### config.mk
export PLATFORM = sky130hd
export DESIGN_NAME = mult_div_unit_flat
export DESIGN_NICKNAME = d
export VERILOG_FILES = /design/src/rtl/mult_div_pkg.sv /design/src/rtl/mult_div_if.sv /design/src/rtl/mult_div_sign_fix.sv /design/src/rtl/mult_div_unit.sv /design/src/flat_wrapper.sv
export SDC_FILE = /design/constraint.sdc
export NUM_CORES = 1
export LEC_CHECK = 0
export CORE_MARGIN = 2
export CORE_UTILIZATION = 30
export DETAILED_ROUTE_END_ITERATION = 7
export GPL_TIMING_DRIVEN = 1
export PLACE_DENSITY_LB_ADDON = 0.05
export SYNTH_ARGS = -nofsm -noshare
export SYNTH_HDL_FRONTEND = slang
export SYNTH_SLANG_ARGS = --single-unit
### constraint.sdc
create_clock -name clk -period 8.9 [get_ports clk]
set_input_delay 1.78 -clock clk [delete_from_list [all_inputs] [get_ports clk]]
set_output_delay 1.78 -clock clk [all_outputs]
set_load 0.01 [all_outputs]
### src/rtl/mult_div_pkg.sv
// Shared definitions for the iterative multiply/divide unit: op encodings
// and the controller state type.
package mult_div_pkg;

  typedef enum logic [1:0] {
    OP_MULT  = 2'b00,
    OP_DIV   = 2'b01,
    OP_MULTU = 2'b10,
    OP_DIVU  = 2'b11
  } op_e;

  typedef enum logic [1:0] {
    IDLE = 2'b00,
    RUN  = 2'b01,
    FIN  = 2'b10
  } state_e;

  // Both divide encodings have bit 0 set.
  function automatic logic is_div(input logic [1:0] op);
    return (op == OP_DIV) || (op == OP_DIVU);
  endfunction

endpackage

### src/rtl/mult_div_if.sv
// Request/result bundle between the control unit (master) and the
// multiply/divide unit (slave).
interface mult_div_if #(
  parameter int WIDTH = 32
);
  logic             start;
  logic [1:0]       op;
  logic [WIDTH-1:0] a;
  logic [WIDTH-1:0] b;
  logic             busy;
  logic             done;
  logic             div_zero;
  logic [WIDTH-1:0] hi;
  logic [WIDTH-1:0] lo;

  modport master (
    output start, op, a, b,
    input  busy, done, div_zero, hi, lo
  );

  modport slave (
    input  start, op, a, b,
    output busy, done, div_zero, hi, lo
  );
endinterface

### src/rtl/mult_div_sign_fix.sv
// Sign handling around the unsigned iterative core: converts operands to
// magnitudes on entry and applies two's-complement correction to the raw
// accumulator when the result is written back.
module mult_div_sign_fix #(
  parameter int WIDTH = 32
) (
  input  logic               i_signed,
  input  logic [WIDTH-1:0]   i_a,
  input  logic [WIDTH-1:0]   i_b,
  output logic [WIDTH-1:0]   o_magA,
  output logic [WIDTH-1:0]   o_magB,
  output logic               o_negQ,
  output logic               o_negR,
  input  logic [2*WIDTH-1:0] i_acc,
  input  logic               i_isDiv,
  input  logic               i_negQ,
  input  logic               i_negR,
  output logic [WIDTH-1:0]   o_hi,
  output logic [WIDTH-1:0]   o_lo
);

  logic               w_aNeg;
  logic               w_bNeg;
  logic [2*WIDTH-1:0] w_prod;
  logic [WIDTH-1:0]   w_quot;
  logic [WIDTH-1:0]   w_rem;

  assign w_aNeg = i_signed & i_a[WIDTH-1];
  assign w_bNeg = i_signed & i_b[WIDTH-1];

  assign o_magA = w_aNeg ? -i_a : i_a;
  assign o_magB = w_bNeg ? -i_b : i_b;
  assign o_negQ = w_aNeg ^ w_bNeg;
  assign o_negR = w_aNeg;

  assign w_prod = i_negQ ? -i_acc : i_acc;
  assign w_quot = i_negQ ? -i_acc[WIDTH-1:0] : i_acc[WIDTH-1:0];
  assign w_rem  = i_negR ? -i_acc[2*WIDTH-1:WIDTH] : i_acc[2*WIDTH-1:WIDTH];

  // A product is negated as one double-width value; quotient and remainder
  // carry independent signs.
  always_comb begin
    o_hi = w_prod[2*WIDTH-1:WIDTH];
    o_lo = w_prod[WIDTH-1:0];
    if (i_isDiv) begin
      o_hi = w_rem;
      o_lo = w_quot;
    end
  end

endmodule

### src/rtl/mult_div_unit.sv
// Iterative multiply/divide unit: one shift-add or restoring shift-subtract
// step per cycle on a double-width accumulator, results kept in hi/lo.
// Build macro MULT_DIV_UNSIGNED_EN enables MULTU/DIVU; without it op[1] is
// ignored and every op is treated as signed.
module mult_div_unit
  import mult_div_pkg::*;
#(
  parameter int WIDTH = 32
) (
  input  logic  clk,
  input  logic  reset,
  mult_div_if.slave bus
);

  localparam int CNT_W = $clog2(WIDTH + 1);

  state_e             r_state;
  logic [CNT_W-1:0]   r_count;
  logic [2*WIDTH-1:0] r_acc;
  logic [WIDTH-1:0]   r_magB;
  logic               r_isDiv;
  logic               r_negQ;
  logic               r_negR;
  logic               r_zero;
  logic               r_busy;
  logic               r_done;
  logic               r_divZero;
  logic [WIDTH-1:0]   r_hi;
  logic [WIDTH-1:0]   r_lo;

  logic               w_signed;
  logic [WIDTH-1:0]   w_magA;
  logic [WIDTH-1:0]   w_magB;
  logic               w_negQ;
  logic               w_negR;
  logic [WIDTH-1:0]   w_fixHi;
  logic [WIDTH-1:0]   w_fixLo;
  logic [WIDTH:0]     w_mulSum;
  logic [WIDTH:0]     w_divShift;
  logic [WIDTH-1:0]   w_divDiff;
  logic               w_divFits;
  logic [2*WIDTH-1:0] w_nextAcc;

`ifdef MULT_DIV_UNSIGNED_EN
  assign w_signed = ~bus.op[1];
`else
  assign w_signed = 1'b1;
`endif

  mult_div_sign_fix #(.WIDTH(WIDTH)) u_signFix (
    .i_signed (w_signed),
    .i_a      (bus.a),
    .i_b      (bus.b),
    .o_magA   (w_magA),
    .o_magB   (w_magB),
    .o_negQ   (w_negQ),
    .o_negR   (w_negR),
    .i_acc    (r_acc),
    .i_isDiv  (r_isDiv),
    .i_negQ   (r_negQ),
    .i_negR   (r_negR),
    .o_hi     (w_fixHi),
    .o_lo     (w_fixLo)
  );

  assign w_mulSum   = {1'b0, r_acc[2*WIDTH-1:WIDTH]} + {1'b0, r_magB};
  assign w_divShift = r_acc[2*WIDTH-1:WIDTH-1];
  assign w_divFits  = w_divShift >= {1'b0, r_magB};
  assign w_divDiff  = w_divShift[WIDTH-1:0] - r_magB;

  // One iteration: multiply adds the multiplicand into the upper half and
  // shifts right; divide shifts left and keeps the trial subtraction if it fits.
  always_comb begin
    w_nextAcc = {1'b0, r_acc[2*WIDTH-1:1]};
    if (r_isDiv) begin
      if (w_divFits) w_nextAcc = {w_divDiff, r_acc[WIDTH-2:0], 1'b1};
      else           w_nextAcc = {r_acc[2*WIDTH-2:0], 1'b0};
    end else if (r_acc[0]) begin
      w_nextAcc = {w_mulSum, r_acc[WIDTH-1:1]};
    end
  end

  // Controller: accept a request in IDLE, iterate WIDTH steps, then write back.
  always_ff @(posedge clk) begin
    if (reset) begin
      r_state   <= IDLE;
      r_count   <= '0;
      r_acc     <= '0;
      r_magB    <= '0;
      r_isDiv   <= 1'b0;
      r_negQ    <= 1'b0;
      r_negR    <= 1'b0;
      r_zero    <= 1'b0;
      r_busy    <= 1'b0;
      r_done    <= 1'b0;
      r_divZero <= 1'b0;
      r_hi      <= '0;
      r_lo      <= '0;
    end else begin
      r_done    <= 1'b0;
      r_divZero <= 1'b0;
      case (r_state)
        IDLE: begin
          if (bus.start) begin
            r_isDiv <= is_div(bus.op);
            r_negQ  <= w_negQ;
            r_negR  <= w_negR;
            r_magB  <= w_magB;
            r_acc   <= {{WIDTH{1'b0}}, w_magA};
            r_count <= '0;
            r_busy  <= 1'b1;
            if (is_div(bus.op) && (bus.b == '0)) begin
              r_zero  <= 1'b1;
              r_state <= FIN;
            end else begin
              r_zero  <= 1'b0;
              r_state <= RUN;
            end
          end
        end
        RUN: begin
          r_acc   <= w_nextAcc;
          r_count <= r_count + 1'b1;
          if (r_count == CNT_W'(WIDTH - 1)) r_state <= FIN;
        end
        FIN: begin
          r_state   <= IDLE;
          r_busy    <= 1'b0;
          r_done    <= 1'b1;
          r_divZero <= r_zero;
          if (!r_zero) begin
            r_hi <= w_fixHi;
            r_lo <= w_fixLo;
          end
        end
        default: r_state <= IDLE;
      endcase
    end
  end

  assign bus.busy     = r_busy;
  assign bus.done     = r_done;
  assign bus.div_zero = r_divZero;
  assign bus.hi       = r_hi;
  assign bus.lo       = r_lo;

endmodule
### src/flat_wrapper.sv
// flat-port wrapper written by rule: the top's interface ports become plain ports
module mult_div_unit_flat import mult_div_pkg::*;
#(
  parameter int WIDTH = 32
)
  (clk, reset, bus_start, bus_op, bus_a, bus_b, bus_busy, bus_done, bus_div_zero, bus_hi, bus_lo);
  mult_div_if #(.WIDTH(WIDTH)) bus_i ();
  input  logic clk;
  input  logic reset;
  input wire logic [$bits(bus_i.start)-1:0] bus_start;
  input wire logic [$bits(bus_i.op)-1:0] bus_op;
  input wire logic [$bits(bus_i.a)-1:0] bus_a;
  input wire logic [$bits(bus_i.b)-1:0] bus_b;
  output wire logic [$bits(bus_i.busy)-1:0] bus_busy;
  output wire logic [$bits(bus_i.done)-1:0] bus_done;
  output wire logic [$bits(bus_i.div_zero)-1:0] bus_div_zero;
  output wire logic [$bits(bus_i.hi)-1:0] bus_hi;
  output wire logic [$bits(bus_i.lo)-1:0] bus_lo;
  assign bus_i.start = bus_start;
  assign bus_i.op = bus_op;
  assign bus_i.a = bus_a;
  assign bus_i.b = bus_b;
  assign bus_busy = bus_i.busy;
  assign bus_done = bus_i.done;
  assign bus_div_zero = bus_i.div_zero;
  assign bus_hi = bus_i.hi;
  assign bus_lo = bus_i.lo;
  mult_div_unit #(.WIDTH(WIDTH)) u_core (.clk(clk), .reset(reset), .bus(bus_i));
endmodule
==> flow_summary.toml <==
[setup_path]
criticalPathCategory = "in -> reg"
r2r_slack_ns = 4.70
cp_top_family = "simple AND/OR/NAND/NOR gates"
crit_buf_inv = 1
cp_cell_sequence = "clkdlybuf4s50_1 -> or4_4 -> or4_4 -> nor3_2 -> nand4_1 -> o31ai_1 -> xnor2_1 -> nand2_1 -> a221oi_1"
crit_required_ns = 9.28
cp_common_cell = "or4_4"
cpMaxStageDelayCell = "or4_4"
critical_path_arrival_ns = 4.70
endpoint_kind = "register"
critPathMaxFanout = 4
max_stage_delay_ns = 0.56
startpoint_type = "primary input"

[finish]
stdcell_count = 2517
num-fill-cells = 4873
nNetsFinal = 2044
design_area_sq_mm = 0.0163
syn_to_final_growth_pct = 17.2
antenna-diode-count = 0
drive_gt1_frac = 0.0595

[sta]
fin_setup_tns_ns = 0
relSlewSlack = 0.284
fin_hold_ws_ns = 0.452
fmax_mhz = 231
report.final.slew_viol_count = 0
finalCriticalPeriod_ns = 4.32
fin_skew_ns = 0.0129
setup_viol = 0
hold_viol_final = 0
tightest_slew_ns = 1.07
fin_crit_sh = 0.486
rsz0062_at_grt = "false"
setup_ws_ns = 4.58

[synthesis]
ys.warnings.count = 0
synth_fp_nets = 1985
synthArstFlopShare = 0
synth_ff_type = "dfxtp_1"
ys_types = 92
ys_seq_elements = 175
synth_cells = 1845
synth_common_cells = "211 x nand2_1, 175 x dfxtp_1, 174 x nor2_1"
avgSynthCellArea_sq_um = 7.55
synth_area_sq_mm = 0.0139
synth.area.top_cells = "dfxtp_1 25%, ha_1 6.2%, a211oi_1 5.9%"
ys_seq_area_frac = 0.251
synth_most_common_cell = "nand2_1"
synth_top_cell_by_area = "dfxtp_1"
synth_top_area_share = 0.251
synth_edf_count = 0

[grt]
gr-total-overflow = 0
antenna_found_initial = 1
grt_max_degree = 100
grt_pass1_vias = 12908
grt_pass1_wl_um = 76400
grt_usage = 0.207

[drt]
drt-total-wl_um = 49700
drt_iter0_markers = 911
remaining_drc_errors = 0
viasPerCell = 5.41
via_count = 13617
wl_per_cell_um = 19.8
ant_nets = 0
drtPass1Iterations = 5

[power]
p_switching_w = 0.000864
combPwrFrac = 0.300
vdd_drop_max_uv = 82.8
clkPwrFrac = 0.316
p_seq_frac = 0.384
p_sw_frac = 0.371
internal_power_w = 0.00146
power_density_mw_per_mm2 = 142
leakage_nw = 6.06

[job]
maxCapViolCount = 0

[status]
status = "complete, no violations"

[placed_design]
globalplace.congestion = 0.879
port-buffer-count = 134
placed_area_sq_mm = 0.0158
post-place-ws_ns = 4.09
place_inst = 2485
dpl.hpwl_um = 38500

[clock_tree]
holdBufCountCts = 0
htreeDepth = 4
cts_buffers = 17
clk_pin_slew_ns = 0.08
cts_num_sinks = 175
cts_tree = "built"
postCtsSetupRepairBufs = 0
max-clock-path-buffers = 2
cts_root_buf = "clkbuf_16"
post_cts_resized = 0
clock_latency_ns = 0.47

[die]
start_util = 0.306
ios = 136
die_area_sq_mm = 0.0482
row_count = 78
dieWidth_um = 220
core_sq_mm = 0.0456
die_y_um = 220

[hold_path]
worstHoldPathType = "reg -> reg"
worst min-delay path, stage by stage, from the launching register on:
cell and delay (ns):
dfxtp_1 0.31, nand2_1 0.05, a21oi_1 0.05
power by group through the flow:
stage | logic (W) | registers [W] | clock network, W
finish | 0.000698 | 0.000893 | 0.000735
global route | 0.000779 | 0.000899 | 0.000789
CTS | 0.000700 | 0.000891 | 0.000758
detailed placement | 0.000698 | 0.000909 | 0
global placement | 0.000696 | 0.000908 | 0
floorplan | 0.000515 | 0.000864 | 0
registers in the layout, summed over array words and instances (netlist names):
register / count
u_core.bus.busy: 1
u_core.bus.div_zero: 1
u_core.bus.done: 1
u_core.bus.hi: 32
u_core.bus.lo: 32
u_core.r_acc: 64
u_core.r_count: 6
u_core.r_isDiv: 1
u_core.r_magB: 32
u_core.r_negQ: 1
u_core.r_negR: 1
u_core.r_state: 2
u_core.r_zero: 1
routing by layer:
metal / wire [um] / vias to the layer above / global-route usage
li1: - / 6881 / -
met1: 25200 / 6380 / 0.307
met2: 21300 / 322 / 0.314
met3: 2640 / 34 / 0.0294
met4: 616 / 0 / 0.0471
met5: 0 / - / 0
stage by stage:
step	utilization	power, W
floorplan	-	0.00138
global placement	0.346	0.00160
detailed placement	0.346	0.00161
CTS	0.358	0.00235
global route	0.358	0.00247
finish	0.358	0.00233
worst paths after layout:
path / start / endpoint / depth (start not counted)
max: bus_a[3] / u_core.r_acc[28] / 9
min: u_core.bus.hi[20] / u_core.bus.hi[20] / 2
max reg2reg: u_core.r_acc[58] / u_core.r_acc[59] / 9
min reg2reg: u_core.bus.hi[20] / u_core.bus.hi[20] / 2
kinds of logic (layout without fill, tap and decap cells):
group,count (synthesis),after routing,share of synthesized area
flops,175,175,0.251
xor+xnor,158,158,0.0993
fa+ha+maj,71,71,0.0648
simple gates,593,593,0.205
compound gates,618,618,0.294
buf+inv,183,255,0.0508
mux,47,47,0.0341
area by class of cell:
class                   instances  area (sq um)  share of cell area
multi-input cells            1487          9760               0.597
flip-flops and latches        175          3510               0.215
inverters                      61           229              0.0140
repair buffers                162          1550              0.0948
well taps                     600           751              0.0460
clock inverters                12          96.3             0.00590
clock buffers                  20           447              0.0273
cells in the final DEF (no fill, tap or decap), drive strengths merged, types with 6 or more instances in the layout:
cell,count
nand2b,10
a31oi,14
mux2i,43
o41ai,12
a221oi,14
o21ai,126
or2,8
a211oi,111
nor4,14
nor2,175
or3,20
ha,69
nand2,212
a21o,28
buf,29
inv,68
and3,19
clkbuf,20
a22o,17
o31ai,38
nand4,14
o211ai,19
o22ai,11
nor3,34
a21oi,162
clkdlybuf4s50,133
dfxtp,175
o21a,13
xnor2,65
nand3b,6
nand3,35
or4,16
xor2,93
nor2b,11
No activity file was read; power rests on OpenSTA's default activity.
